File: src/rtl/vga_pkg.sv
// Shared constants and clear-FSM encoding for the VGA frame-memory subsystem.
package vga_pkg;

    localparam int H_START = 100;
    localparam int V_START = 142;
    localparam int IMG_W   = 256;
    localparam int IMG_H   = 256;
    localparam int H_TOTAL = 800;
    localparam int V_TOTAL = 521;

    localparam logic [2:0] BLACK = 3'b000;

    typedef enum logic {
        IDLE  = 1'b0,
        CLEAR = 1'b1
    } clr_state_t;

endpackage

File: src/rtl/vga_clear_sequencer.sv
// Screen-clear engine: walks every frame address once, writing the latched
// colour only in cycles the display fetch leaves free.
module vga_clear_sequencer
    import vga_pkg::*;
#(
    parameter int ADDR_W = 16
) (
    input  logic              i_clk,
    input  logic              i_rst_n,
    input  logic              i_start,
    input  logic [2:0]        i_color,
    input  logic              i_slot_free,
    output logic              o_busy,
    output logic              o_done,
    output logic [ADDR_W-1:0] o_addr,
    output logic [2:0]        o_color
);

    clr_state_t        r_state;
    clr_state_t        w_next;
    logic [ADDR_W-1:0] r_addr;
    logic [2:0]        r_color;
    logic              r_done;
    logic              w_write;
    logic              w_last;

    assign w_write = (r_state == CLEAR) && i_slot_free;
    assign w_last  = (r_addr == '1);

    always_ff @(posedge i_clk or negedge i_rst_n) begin
        if (!i_rst_n) begin
            r_state <= IDLE;
        end else begin
            r_state <= w_next;
        end
    end

    // Requests arriving while already clearing are dropped, never restart.
    always_comb begin
        w_next = r_state;
        case (r_state)
            IDLE:    if (i_start) w_next = CLEAR;
            CLEAR:   if (w_write && w_last) w_next = IDLE;
            default: w_next = IDLE;
        endcase
    end

    always_ff @(posedge i_clk or negedge i_rst_n) begin
        if (!i_rst_n) begin
            r_addr  <= '0;
            r_color <= BLACK;
            r_done  <= 1'b0;
        end else begin
            r_done <= w_write && w_last;
            if ((r_state == IDLE) && i_start) begin
                r_addr  <= '0;
                r_color <= i_color;
            end else if (w_write) begin
                r_addr <= r_addr + 1'b1;
            end
        end
    end

    assign o_busy  = (r_state == CLEAR);
    assign o_done  = r_done;
    assign o_addr  = r_addr;
    assign o_color = r_color;

endmodule

File: src/rtl/vga_vram_arbiter.sv
// Single-port video RAM arbiter: display fetch has absolute priority, then the
// clear engine, then the external pixel writer.
module vga_vram_arbiter
    import vga_pkg::*;
#(
    parameter int H_START = vga_pkg::H_START,
    parameter int V_START = vga_pkg::V_START,
    parameter int IMG_W   = vga_pkg::IMG_W,
    parameter int IMG_H   = vga_pkg::IMG_H,
    parameter int ADDR_W  = 16
) (
    input  logic              Clock,
    input  logic              Reset,
    input  logic [9:0]        iHcounter,
    input  logic [9:0]        iVcounter,
    input  logic              iWrReq,
    input  logic [ADDR_W-1:0] iWrAddr,
    input  logic [2:0]        iWrData,
    output logic              oWrAck,
    input  logic              iClearReq,
    input  logic [2:0]        iClearColor,
    output logic              oClearBusy,
    output logic              oClearDone,
    output logic [ADDR_W-1:0] oMemAddr,
    output logic              oMemWe,
    output logic [2:0]        oMemWData,
    input  logic [2:0]        iMemRData,
    output logic [2:0]        oPixelRGB
);

    localparam int COL_W = $clog2(IMG_W);
    localparam int ROW_W = $clog2(IMG_H);

    logic [10:0]       w_row;
    logic [10:0]       w_col;
    logic              w_disp;
    logic [ADDR_W-1:0] w_disp_addr;
    logic              w_clr_busy;
    logic [ADDR_W-1:0] w_clr_addr;
    logic [2:0]        w_clr_color;
    logic              r_vld_p1;
    logic [2:0]        r_pixel;

    // Fetch runs two columns ahead of the beam to cover the RAM read and output register.
    assign w_row       = {1'b0, iVcounter} - 11'(V_START);
    assign w_col       = {1'b0, iHcounter} + 11'd2 - 11'(H_START);
    assign w_disp      = (w_row < 11'(IMG_H)) && (w_col < 11'(IMG_W));
    assign w_disp_addr = ADDR_W'({w_row[ROW_W-1:0], w_col[COL_W-1:0]});

    vga_clear_sequencer #(
        .ADDR_W (ADDR_W)
    ) u_clear (
        .i_clk       (Clock),
        .i_rst_n     (Reset),
        .i_start     (iClearReq),
        .i_color     (iClearColor),
        .i_slot_free (!w_disp),
        .o_busy      (w_clr_busy),
        .o_done      (oClearDone),
        .o_addr      (w_clr_addr),
        .o_color     (w_clr_color)
    );

    assign oClearBusy = w_clr_busy;

    // Outputs are forced idle while reset is held so no stray write reaches the RAM.
    always_comb begin
        oMemAddr  = '0;
        oMemWe    = 1'b0;
        oMemWData = BLACK;
        oWrAck    = 1'b0;
        if (!Reset) begin
            oMemAddr = '0;
        end else if (w_disp) begin
            oMemAddr = w_disp_addr;
        end else if (w_clr_busy) begin
            oMemAddr  = w_clr_addr;
            oMemWe    = 1'b1;
            oMemWData = w_clr_color;
        end else if (iWrReq) begin
            oMemAddr  = iWrAddr;
            oMemWe    = 1'b1;
            oMemWData = iWrData;
            oWrAck    = 1'b1;
        end
    end

    // Stage p1: slot flag waits for the synchronous RAM read; stage p2: output register.
    always_ff @(posedge Clock or negedge Reset) begin
        if (!Reset) begin
            r_vld_p1 <= 1'b0;
            r_pixel  <= BLACK;
        end else begin
            r_vld_p1 <= w_disp;
            r_pixel  <= r_vld_p1 ? iMemRData : BLACK;
        end
    end

    assign oPixelRGB = r_pixel;

endmodule

File: config.mk
export PLATFORM = sky130hd
export DESIGN_NAME = vga_vram_arbiter
export DESIGN_NICKNAME = d
export VERILOG_FILES = /design/src/rtl/vga_pkg.sv /design/src/rtl/vga_clear_sequencer.sv /design/src/rtl/vga_vram_arbiter.sv
export SDC_FILE = /design/constraint.sdc
export NUM_CORES = 1
export LEC_CHECK = 0
export BUFFER_PORTS_ARGS = -buffer_cell sky130_fd_sc_hd__buf_4
export CORE_AREA = 2 2 88 56
export DETAILED_ROUTE_END_ITERATION = 6
export DIE_AREA = 0 0 90 58
export PLACE_DENSITY_LB_ADDON = 0.15
export SLEW_MARGIN = 10
export SYNTH_ARGS = -nofsm -noshare
export SYNTH_HDL_FRONTEND = slang
export SYNTH_SLANG_ARGS = --single-unit
File: constraint.sdc
create_clock -name Clock -period 1.9 [get_ports Clock]
set_clock_uncertainty 0.2 [all_clocks]
set_input_delay 0.095 -clock Clock [delete_from_list [all_inputs] [get_ports Clock]]
set_output_delay 0.095 -clock Clock [all_outputs]
set_load 0.02 [all_outputs]
==> impl_summary.log <==
INFO  metric overflow = 0
INFO  metric startpoint_type = primary input
INFO  metric antenna_cells = 0
INFO  metric critPathMaxStageDelay = 380 ps
INFO  metric rsz0062_at_grt = true
INFO  metric clkSinkCount = 25
INFO  metric crit_path_cell_trace = buf_6 -> buf_6 -> a311o_1 -> o21a_1 -> o211ai_2 -> nand3_4 -> inv_8 -> clkbuf_16 -> a221oi_4 -> a211oi_4 -> buf_6
INFO  metric yosys.area.top_type = sky130_fd_sc_hd__dfrtp_1
INFO  metric power.ir.vdd_worst = 0.675 mV
INFO  metric clkTransAtPathRegs = about 80 ps
INFO  metric worst_skew_pair.late_latency = 270 ps
INFO  metric port_buffers = 74
INFO  metric synth-edff-count = 0
INFO  metric yosysMostFrequentCell = sky130_fd_sc_hd__dfrtp_1
INFO  metric place.detailed.hpwl = 4.83 mm
INFO  metric area_delta_synth_final = 96.3%
INFO  metric setup_slack = -421 ps
INFO  metric die_height = 58 um
INFO  metric post_synth_num_cell_types = 53
INFO  metric tritoncts_clock_tree = built
INFO  metric cap_viol_max_count = 0
INFO  metric grt_antenna_before_repair = 0
INFO  metric post_drt_via_cell_ratio = just over 6
INFO  metric fmax = 431 MHz
INFO  metric route.top_layer_used = met4
INFO  metric final_setup_vio_count = 35
INFO  metric cts_max_level = 1
INFO  metric drt_pre_antenna_iters = 6
INFO  metric postPlaceCellArea = 0.00319 sq mm
INFO  metric initial_utilization = 0.431
INFO  metric postSynthAreaPerCell = 8.83 sq um
INFO  metric wl_met1 = 3.26 mm
INFO  metric ys_top_cells_by_count = 25 x sky130_fd_sc_hd__dfrtp_1, 17 x sky130_fd_sc_hd__nor2_1, 14 x sky130_fd_sc_hd__a31oi_1, 13 x sky130_fd_sc_hd__a221oi_1, 13 x sky130_fd_sc_hd__nand2_1
INFO  metric violated_checks = setup timing
INFO  metric grt_pass1_vias = 2383
INFO  metric total_count_of_max_transition_violations_in_the_final_report = 0
INFO  metric async_sr_flop_fraction = 1.00
INFO  metric yosysSeqAreaShare = 0.328
INFO  metric fp.dieW = ~90 um
INFO  metric wl_met3 = 555 um
INFO  metric rr_worst_depth = 7
INFO  metric initialDrtViolationCount = 284
INFO  metric cts.root.buffer_cell = sky130_fd_sc_hd__clkbuf_8
INFO  metric gp_congestion = a little over 0.8
INFO  metric drt-total-wl = 8.13 mm
INFO  metric synthFlopType = sky130_fd_sc_hd__dfrtp_1
INFO  metric detail_route.drc_violations = 0
INFO  metric finalHoldViolations = 0
INFO  metric finish.instance_area = around 0.0037 sq mm
INFO  metric fin_util = 0.847
INFO  metric cp_common_cell = sky130_fd_sc_hd__buf_6
INFO  metric finalCritPeriodShare = 1.22
INFO  metric core_footprint = 0.00442 sq mm
INFO  metric via_count = 2495
INFO  metric hp-class = primary input to asynchronous set/reset pin
INFO  metric netlist_area = 0.00191 sq mm
INFO  metric n_fill_cell = around 260
INFO  metric placed_cells_incl_taps = slightly below 400
INFO  metric crit_fanout = 6
INFO  metric cp.arrival = 2030 ps
INFO  metric final_layout_size_suffix_gt1_frac = 0.584
INFO  metric cellLeakagePower = about 1.6 nW
INFO  metric critical_path.slowest_cell = sky130_fd_sc_hd__a311o_1
INFO  metric yosys_warnings = 0
INFO  metric status = finished, violations left
INFO  metric fp.dieArea = 0.00522 sq mm
INFO  metric post_synth_inst_count = between 200 and 250
INFO  metric synth_nets = 268
INFO  metric crit_required = 1600 ps
INFO  metric ant_nets = 0
INFO  metric power-per-cell-area = ~640 mW/mm^2
INFO  metric finish.net_count = 399
INFO  metric synth.ff_latch_count = 25
INFO  metric final.setup.tns = -10510 ps
INFO  metric place_worst_setup_slack = -431 ps
INFO  metric post_layout_nonfiller_instances = about 400
INFO  metric hold_ws = roughly 210 ps
INFO  metric synth_area_leaders = sky130_fd_sc_hd__dfrtp_1 33%, sky130_fd_sc_hd__a221oi_1 6.0%, sky130_fd_sc_hd__a31oi_1 4.6%
INFO  metric cts_inserted_buffers = 3
INFO  metric io_pins = 75
INFO  metric clockBufferDepth = 2
INFO  metric critical_path_end_type = primary output
INFO  metric number_of_core_rows = 19
INFO  metric criticalPathCategory = primary input to primary output
INFO  metric detailroute.wirelength.met2 = 4.17 mm
INFO  metric share_of_the_synthesized_area_in_the_top_cell_type = 0.328
INFO  metric globalRouteTotalUtil = 0.287
INFO  metric worst_slew_margin_rel = 0.702
INFO  metric timing.final.crit_period = 2320 ps
INFO  metric average_detailed_routed_wire_length_per_instance = between 15 and 20 um
INFO  metric first_pass_grt_wire_length = 12.0 mm
INFO  metric design_power_total = between 2 and 2.5 mW
INFO  metric grt_start_max_net_pins = 38
INFO  metric worst_slew_pin_slew = 444 ps
layout by cell type (no fill, tap or decap), types with 5 or more instances in the layout:
cell type	instances
sky130_fd_sc_hd__a211oi_4	9
sky130_fd_sc_hd__dlygate4sd3_1	9
sky130_fd_sc_hd__nor2_1	11
sky130_fd_sc_hd__nand3_1	6
sky130_fd_sc_hd__dfrtp_1	25
sky130_fd_sc_hd__buf_6	26
sky130_fd_sc_hd__a221oi_2	10
sky130_fd_sc_hd__a21o_1	6
sky130_fd_sc_hd__xnor2_1	7
sky130_fd_sc_hd__and3_1	6
sky130_fd_sc_hd__a31oi_1	14
sky130_fd_sc_hd__nand2_1	12
sky130_fd_sc_hd__buf_12	5
sky130_fd_sc_hd__buf_4	99
what timing repair did:
item	CTS	global route
cloned	2	1
setup buffers	7	5
endpoints found under the setup margin	27	37
endpoints found under the hold margin	33	0
pin swaps	9	22
hold buffers	9	0
resized for setup	40	25
path summary, 6_finish.rpt:
path / start / to / slack [ps]
min in group Clock: iHcounter[8] / r_vld_p1 / 290
min reg2reg: r_vld_p1 / oPixelRGB[1] / 290
min: Reset / u_clear.o_color[0] / 210
max reg2reg: u_clear.o_addr[0] / u_clear.o_addr[13] / -220
max in group asynchronous: Reset / u_clear.o_addr[7] / 750
max: iVcounter[2] / oMemAddr[13] / -420
state kept, by name, summed over array words and instances, names as in the netlist:
signal / count
oPixelRGB: 3
r_vld_p1: 1
u_clear.o_busy: 1
u_clear.o_done: 1
u_clear.o_color: 3
u_clear.o_addr: 16
cell type report:
cell class              instances  area [sq um]  area share
clock buffers                   4          45.0      0.0120
inverters                       7          33.8     0.00902
multi-input cells             168          1660       0.444
flip-flops and latches         25           626       0.167
well taps                      63          78.8      0.0211
repair buffers                142          1300       0.347
layer usage:
metal	global-route usage	up-vias
li1	-	1105
met1	0.381	1227
met2	0.513	143
met3	0.0442	20
met4	0.0505	0
met5	0	-
power breakdown:
group / internal [mW] / total (mW) / switching, mW / leakage [nW]
Combinational: 0.721 / 1.34 / 0.623 / 1.29
Sequential: 0.636 / 0.748 / 0.112 / 0.317
Clock: 0.150 / 0.314 / 0.164 / 0.0228
worst max-delay path: cells and delay by family:
family / cells / cell delay (ps)
and+or+nand+nor: 1 / 160
buffers and inverters: 5 / 630
AOI/OAI and AO/OA: 5 / 1140
cells by family after synthesis:
kind of cell	share of synthesized area
adder cells (fa/ha/maj)	0.0197
multiplexers	0.0341
AO/OA/AOI/OAI	0.327
buffers and inverters	0.0558
XOR/XNOR	0.0413
AND/OR/NAND/NOR	0.194
flip-flops	0.328
(Power assumes the default switching activity.)
